<file path="config.mk">
export PLATFORM = sky130hd
export DESIGN_NAME = eq_adapt_ctrl
export DESIGN_NICKNAME = d
export VERILOG_FILES = /design/src/rtl/eq_adapt_ctrl.sv
export SDC_FILE = /design/constraint.sdc
export NUM_CORES = 1
export LEC_CHECK = 0
export BUFFER_PORTS_ARGS = -buffer_cell sky130_fd_sc_hd__buf_2
export CAP_MARGIN = 40
export CORE_ASPECT_RATIO = 2
export CORE_MARGIN = 3
export CORE_UTILIZATION = 33
export CTS_CLUSTER_DIAMETER = 150
export DETAILED_ROUTE_END_ITERATION = 10
export PLACE_DENSITY = 0.59
export SLEW_MARGIN = 25
export SYNTH_ARGS = -nofsm -noshare
export SYNTH_HDL_FRONTEND = slang
export SYNTH_SLANG_ARGS = --single-unit
</file>
<file path="constraint.sdc">
create_clock -name clockdsp -period 6.37 [get_ports clockdsp]
set_input_delay 0.637 -clock clockdsp [delete_from_list [all_inputs] [get_ports clockdsp]]
set_output_delay 0.637 -clock clockdsp [all_outputs]
set_load 0.005 [all_outputs]
</file>
<file path="src/rtl/eq_adapt_ctrl.sv">
// Equaliser adaptation controller.
// Slices the FFE output (PAM2/PAM4), forms a saturated error against either the
// training reference or the slicer decision, measures windowed MSE and sequences
// IDLE -> TRAIN -> DD_COARSE <-> DD_FINE, selecting the LMS step size per state.
// Ports:
//   clockdsp, soft_reset_n        : clock, asynchronous active-low reset
//   i_en, i_ffe, i_train_sym      : sample valid, equaliser output, training symbol
//   i_start, i_stop, i_pam4       : start pulse, abort, modulation select
//   i_mu_coarse, i_mu_fine        : step sizes; i_mse_thr : lock threshold
//   o_slice, o_error, o_err_valid : registered decision / error / error strobe
//   o_mu, o_adapt_en              : step size and LMS enable for the current state
//   o_mse, o_mse_valid            : windowed mean-square error and its strobe
//   o_converged, o_state          : lock flag, FSM state
module eq_adapt_ctrl #(
    parameter int unsigned OUT_BW    = 9,
    parameter int unsigned ERR_BW    = 8,
    parameter int unsigned MU_BW     = 8,
    parameter int unsigned TRAIN_LEN = 4096,
    parameter int unsigned WIN_LOG2  = 10,
    parameter int unsigned LOSS_WIN  = 4
) (
    input  logic                  clockdsp,
    input  logic                  soft_reset_n,
    input  logic                  i_en,
    input  logic [OUT_BW-1:0]     i_ffe,
    input  logic [OUT_BW-1:0]     i_train_sym,
    input  logic                  i_start,
    input  logic                  i_stop,
    input  logic                  i_pam4,
    input  logic [MU_BW-1:0]      i_mu_coarse,
    input  logic [MU_BW-1:0]      i_mu_fine,
    input  logic [2*ERR_BW-1:0]   i_mse_thr,
    output logic [OUT_BW-1:0]     o_slice,
    output logic [ERR_BW-1:0]     o_error,
    output logic                  o_err_valid,
    output logic [MU_BW-1:0]      o_mu,
    output logic                  o_adapt_en,
    output logic [2*ERR_BW-1:0]   o_mse,
    output logic                  o_mse_valid,
    output logic                  o_converged,
    output logic [2:0]            o_state
);

    localparam int unsigned MSE_BW = 2 * ERR_BW;
    localparam int unsigned ACC_BW = MSE_BW + WIN_LOG2;
    localparam int unsigned EXT_BW = OUT_BW + 1;
    localparam int unsigned TRN_CW = $clog2(TRAIN_LEN + 1);
    localparam int unsigned WIN_CW = WIN_LOG2 + 1;
    localparam int unsigned BAD_CW = $clog2(LOSS_WIN + 1);

    // Outer level 2^(OUT_BW-2), inner level round(outer/3), PAM4 threshold twice the inner level
    localparam int LVL_HI = 2 ** (OUT_BW - 2);
    localparam int LVL_LO = (2 * LVL_HI + 3) / 6;
    localparam int LVL_TH = 2 * LVL_LO;

    localparam logic signed [OUT_BW-1:0] P_HI = OUT_BW'(LVL_HI);
    localparam logic signed [OUT_BW-1:0] N_HI = OUT_BW'(-LVL_HI);
    localparam logic signed [OUT_BW-1:0] P_LO = OUT_BW'(LVL_LO);
    localparam logic signed [OUT_BW-1:0] N_LO = OUT_BW'(-LVL_LO);
    localparam logic signed [OUT_BW-1:0] P_TH = OUT_BW'(LVL_TH);
    localparam logic signed [OUT_BW-1:0] N_TH = OUT_BW'(-LVL_TH);

    localparam logic signed [EXT_BW-1:0] SAT_HI = EXT_BW'(2 ** (ERR_BW - 1) - 1);
    localparam logic signed [EXT_BW-1:0] SAT_LO = EXT_BW'(-(2 ** (ERR_BW - 1)));

    localparam logic [TRN_CW-1:0] TRN_LAST = TRN_CW'(TRAIN_LEN - 1);
    localparam logic [WIN_CW-1:0] WIN_LAST = WIN_CW'(2 ** WIN_LOG2 - 1);
    localparam logic [BAD_CW-1:0] BAD_LAST = BAD_CW'(LOSS_WIN - 1);

    typedef enum logic [2:0] {
        S_IDLE   = 3'd0,
        S_TRAIN  = 3'd1,
        S_COARSE = 3'd2,
        S_FINE   = 3'd3
    } state_t;

    state_t              state_q, state_d;
    logic [TRN_CW-1:0]   train_cnt_q, train_cnt_d;
    logic [BAD_CW-1:0]   bad_cnt_q, bad_cnt_d;
    logic [WIN_CW-1:0]   win_cnt_q, win_cnt_d;
    logic [ACC_BW-1:0]   acc_q, acc_d;
    logic [OUT_BW-1:0]   slice_q, slice_d;
    logic [ERR_BW-1:0]   error_q, error_d;
    logic                err_valid_q, err_valid_d;
    logic                err_win_q, err_win_d;
    logic [MU_BW-1:0]    mu_q, mu_d;
    logic                adapt_en_q, adapt_en_d;
    logic [MSE_BW-1:0]   mse_q, mse_d;
    logic                mse_valid_q, mse_valid_d;
    logic                converged_q, converged_d;

    logic signed [OUT_BW-1:0] ffe_s;
    logic signed [OUT_BW-1:0] slice_c;
    logic signed [OUT_BW-1:0] ref_c;
    logic signed [EXT_BW-1:0] diff_c;
    logic [ERR_BW-1:0]        err_sat_c;
    logic signed [MSE_BW-1:0] err_ext_c;
    logic [MSE_BW-1:0]        sq_c;
    logic [ACC_BW-1:0]        acc_sum_c;
    logic                     sample_en_c;

    // Slicer, reference select and saturated error
    always_comb begin
        ffe_s = $signed(i_ffe);
        if (!i_pam4) begin
            slice_c = ffe_s[OUT_BW-1] ? N_HI : P_HI;
        end else if (ffe_s >= P_TH) begin
            slice_c = P_HI;
        end else if (!ffe_s[OUT_BW-1]) begin
            slice_c = P_LO;
        end else if (ffe_s > N_TH) begin
            slice_c = N_LO;
        end else begin
            slice_c = N_HI;
        end

        ref_c  = (state_q == S_TRAIN) ? $signed(i_train_sym) : slice_c;
        diff_c = EXT_BW'(ref_c) - EXT_BW'(ffe_s);
        if (diff_c > SAT_HI) begin
            err_sat_c = SAT_HI[ERR_BW-1:0];
        end else if (diff_c < SAT_LO) begin
            err_sat_c = SAT_LO[ERR_BW-1:0];
        end else begin
            err_sat_c = diff_c[ERR_BW-1:0];
        end
    end

    // Next state, counters, MSE window and registered outputs
    always_comb begin
        state_d     = state_q;
        train_cnt_d = train_cnt_q;
        bad_cnt_d   = bad_cnt_q;
        converged_d = converged_q;
        win_cnt_d   = win_cnt_q;
        acc_d       = acc_q;
        mse_d       = mse_q;
        mse_valid_d = 1'b0;
        err_ext_c   = MSE_BW'($signed(error_q));
        sq_c        = err_ext_c * err_ext_c;
        acc_sum_c   = acc_q + ACC_BW'(sq_c);

        case (state_q)
            S_IDLE: begin
                if (i_start) state_d = S_TRAIN;
            end
            S_TRAIN: begin
                if (i_en) begin
                    if (train_cnt_q == TRN_LAST) state_d = S_COARSE;
                    else train_cnt_d = train_cnt_q + TRN_CW'(1);
                end
            end
            S_COARSE: begin
                if (mse_valid_q && (mse_q < i_mse_thr)) begin
                    state_d     = S_FINE;
                    converged_d = 1'b1;
                end
            end
            S_FINE: begin
                if (mse_valid_q) begin
                    if (mse_q >= i_mse_thr) begin
                        if (bad_cnt_q == BAD_LAST) begin
                            state_d     = S_COARSE;
                            converged_d = 1'b0;
                        end else begin
                            bad_cnt_d = bad_cnt_q + BAD_CW'(1);
                        end
                    end else begin
                        bad_cnt_d = '0;
                    end
                end
            end
            default: state_d = S_IDLE;
        endcase

        if (i_stop) begin
            state_d     = S_IDLE;
            converged_d = 1'b0;
        end

        sample_en_c = i_en && (state_q != S_IDLE);
        slice_d     = sample_en_c ? slice_c : slice_q;
        error_d     = sample_en_c ? err_sat_c : error_q;
        err_valid_d = sample_en_c;
        // An error captured on a state-change edge belongs to the old state: keep it out of the window
        err_win_d   = sample_en_c && (state_d == state_q);

        if (err_win_q) begin
            if (win_cnt_q == WIN_LAST) begin
                mse_d       = MSE_BW'(acc_sum_c >> WIN_LOG2);
                mse_valid_d = 1'b1;
                acc_d       = '0;
                win_cnt_d   = '0;
            end else begin
                acc_d     = acc_sum_c;
                win_cnt_d = win_cnt_q + WIN_CW'(1);
            end
        end

        if (state_d != state_q) begin
            train_cnt_d = '0;
            bad_cnt_d   = '0;
            win_cnt_d   = '0;
            acc_d       = '0;
            mse_valid_d = 1'b0;
        end

        case (state_d)
            S_IDLE:  mu_d = '0;
            S_FINE:  mu_d = i_mu_fine;
            default: mu_d = i_mu_coarse;
        endcase
        adapt_en_d = (state_d != S_IDLE);
    end

    // State and output registers
    always_ff @(posedge clockdsp or negedge soft_reset_n) begin
        if (!soft_reset_n) begin
            state_q     <= S_IDLE;
            train_cnt_q <= '0;
            bad_cnt_q   <= '0;
            win_cnt_q   <= '0;
            acc_q       <= '0;
            slice_q     <= '0;
            error_q     <= '0;
            err_valid_q <= 1'b0;
            err_win_q   <= 1'b0;
            mu_q        <= '0;
            adapt_en_q  <= 1'b0;
            mse_q       <= '0;
            mse_valid_q <= 1'b0;
            converged_q <= 1'b0;
        end else begin
            state_q     <= state_d;
            train_cnt_q <= train_cnt_d;
            bad_cnt_q   <= bad_cnt_d;
            win_cnt_q   <= win_cnt_d;
            acc_q       <= acc_d;
            slice_q     <= slice_d;
            error_q     <= error_d;
            err_valid_q <= err_valid_d;
            err_win_q   <= err_win_d;
            mu_q        <= mu_d;
            adapt_en_q  <= adapt_en_d;
            mse_q       <= mse_d;
            mse_valid_q <= mse_valid_d;
            converged_q <= converged_d;
        end
    end

    assign o_slice     = slice_q;
    assign o_error     = error_q;
    assign o_err_valid = err_valid_q;
    assign o_mu        = mu_q;
    assign o_adapt_en  = adapt_en_q;
    assign o_mse       = mse_q;
    assign o_mse_valid = mse_valid_q;
    assign o_converged = converged_q;
    assign o_state     = state_q;

endmodule

</file>
==> metrics.txt <==
crit path from o_error[6]; Clock Path Buffers 2; per-cell routed wire length 14.6 um; syn nets between 1,000 and 1,500; Final TNS setup 0 ns; CTS tree done; startpoint types register; total power 5.64 mW; vias in the first global route ~6,800; share of cells above drive strength 1 17.7%; Critical Path End Type register; Max Cap Viol 0; DP Area 9140 um^2; Post-route DRC 0; r2r setup slk 0.48 ns; I/O pin cnt approximately 100; Area Overhead vs Synth 15.6%; worst min path class in -> async; Clk Latency, worst-skew pair 0.36 ns; design area 9540 um^2; RR Endpoint o_mse[9]; # clock sinks a little under 100; synth unique cells 66; CP max-delay cell fa_1; Global Route Usage Sum between 10 and 15%; final worst-path cycle share 92.4%; ant diodes 0; final setup fails 0; number of enable flip-flop cells after synthesis 0; worst-path maximum fanout 9; Crit path max-delay family adder cells; largest net degree at the start of global routing 36; cts hold-fix bufs 0; worst vdd ir 0.385 mV; root buf cell clkbuf_16; R2R cell count 25; Final Net Count approximately 1,200; Cell Area, Synth 8260 um^2; Routed Antenna Nets 0; Slew Limit Fails 0; Port Buf Inserts 103; Total Die Area 27,100 um^2; 1st-iter DRT viols 153; slew margin rel. 56.2%; CP endpoint o_mse[9]; Worst-Margin Slew approximately 0.64 ns; Placed Cells 1,326; Crit Path Class reg -> reg; Max stage delay on crit path ~0.54 ns; Ys Warns 0; global-route wire length before repair between 30,000 and 40,000 um; initial antenna violation count 0; CORE AREA 24,500 um^2; final hold violation count 0; routed wire length 19,600 um; ratio of total power to cell area 591 nW/um^2; Avg Inst Size Synth between 9 and 10 um^2; RSZ-0062 raised after global routing false; reg2reg start o_error[6]; Synth Flop Type dfrtp_1; most frequent cells in the layout 117 x inv_1, 102 x buf_2, 95 x dfrtp_1, 73 x nand2_1; drt pass-1 iters 6; cell count after synthesis between 900 and 1,000; grt ovf 0; Buf/Inv on CP 5; Placement Rows 81; Worst EP arrival 6.11 ns; CP required approximately 6.6 ns; Min Clock Period, post-route roughly 6 ns; HPWL Detailed 16,000 um; clock slew at reported path FFs 0.07 ns; Final GP Congestion roughly 0.88; CTS Buf Count 9; sequential cell area fraction in the yosys report 29.7%; die height 230 um; fraction of registers with async set/reset 100%; status complete, no violations; critical path depth in cells 25; Post-Layout Cell Count 1,343; Max Freq 170 MHz; via count 6,572; Die Wd roughly 120 um; vias per cell 4.89; commonest non-fill, non-tap cell in the layout inv_1; Setup Skew ~0.01 ns; static leakage 4.83 nW; Starting Density 33.7%; Synth Register Bits between 90 and 100; H-tree levels 3; CP dominant cell by count inv_1
==> worst min-delay path by stage <==
stage | from | to | slack (ns) | cells after the start
2_1_floorplan | soft_reset_n | acc_q[0] | 0.34 | 0
3_3_place_gp | o_slice[8] | o_slice[8] | 0.46 | 2
3_5_place_dp | acc_q[4] | acc_q[4] | 0.48 | 2
4_1_cts | soft_reset_n | acc_q[16] | 0.20 | 1
5_1_grt | soft_reset_n | o_mse[5] | 0.23 | 1
6_report | soft_reset_n | o_mse[5] | 0.21 | 1
==> stage by stage <==
step           util, %  hold WS, ns  setup WS, ns
2_1_floorplan        -        0.341         0.527
4_1_cts           38.7        0.204        0.0772
3_3_place_gp      37.2        0.459         0.242
6_report          38.9        0.206         0.484
3_5_place_dp      37.3        0.475         0.106
5_1_grt           38.9        0.227        0.0249
==> per-layer routing <==
metal	vias to the layer above	track usage (%)	wire, um
met2	94	29.7	11300
met5	-	0	0
met3	32	1.62	355
li1	3257	-	-
met4	0	7.38	759
met1	3189	15.1	7150
==> state kept, by name, summed over array words and instances, names as in the netlist <==
register     cells
acc_q           26
o_mse           16
train_cnt_q     13
win_cnt_q       11
o_error          8
o_mu             8
o_slice          5
bad_cnt_q        3
o_state          3
err_win_q        1
o_adapt_en       1
o_converged      1
o_err_valid      1
o_mse_valid      1
==> where the power goes <==
group	total, mW	switching (mW)	internal, mW	leakage, nW
sequential	0.706	0.0456	0.660	1.33
clock	0.676	0.252	0.424	0.176
combinational	4.26	2.47	1.79	3.32
==> timing repair <==
action | in CTS | in global routing
buffers inserted | 0 | 2
hold endpoints to repair | 0 | 0
resized for setup | 0 | 10
endpoints found under the setup margin | 0 | 22
==> synthesized netlist by cell type (20+ instances only) <==
| cell type | instances | area (um^2) |
|---|---|---|
| inv_1 | 117 | 439 |
| dfrtp_1 | 98 | 2450 |
| nor2_1 | 75 | 282 |
| nand2_1 | 73 | 274 |
| ha_1 | 72 | 901 |
| a21oi_1 | 48 | 240 |
| fa_1 | 45 | 901 |
| o21ai_0 | 45 | 225 |
| xnor2_1 | 43 | 377 |
| xor2_1 | 23 | 201 |
| a22o_1 | 21 | 184 |
| a21o_1 | 20 | 150 |
==> cell type report <==
type | count | area (um^2)
clock buffers | 9 | 225
clock inverters | 6 | 138
fillers | 2578 | 15000
inverters | 117 | 439
multi-input cells | 663 | 5220
flip-flops and latches | 98 | 2460
well taps | 332 | 415
repair buffers | 118 | 643
==> logic make-up after synthesis <==
kind of cell | synth area share (%)
AO/OA/AOI/OAI | 16.1
XOR/XNOR | 7.00
adder cells (fa/ha/maj) | 21.8
buffers and inverters | 7.32
flip-flops | 29.7
multiplexers | 1.94
other | 0.0454
AND/OR/NAND/NOR | 16.0
No activity file was read; power rests on OpenSTA's default activity.
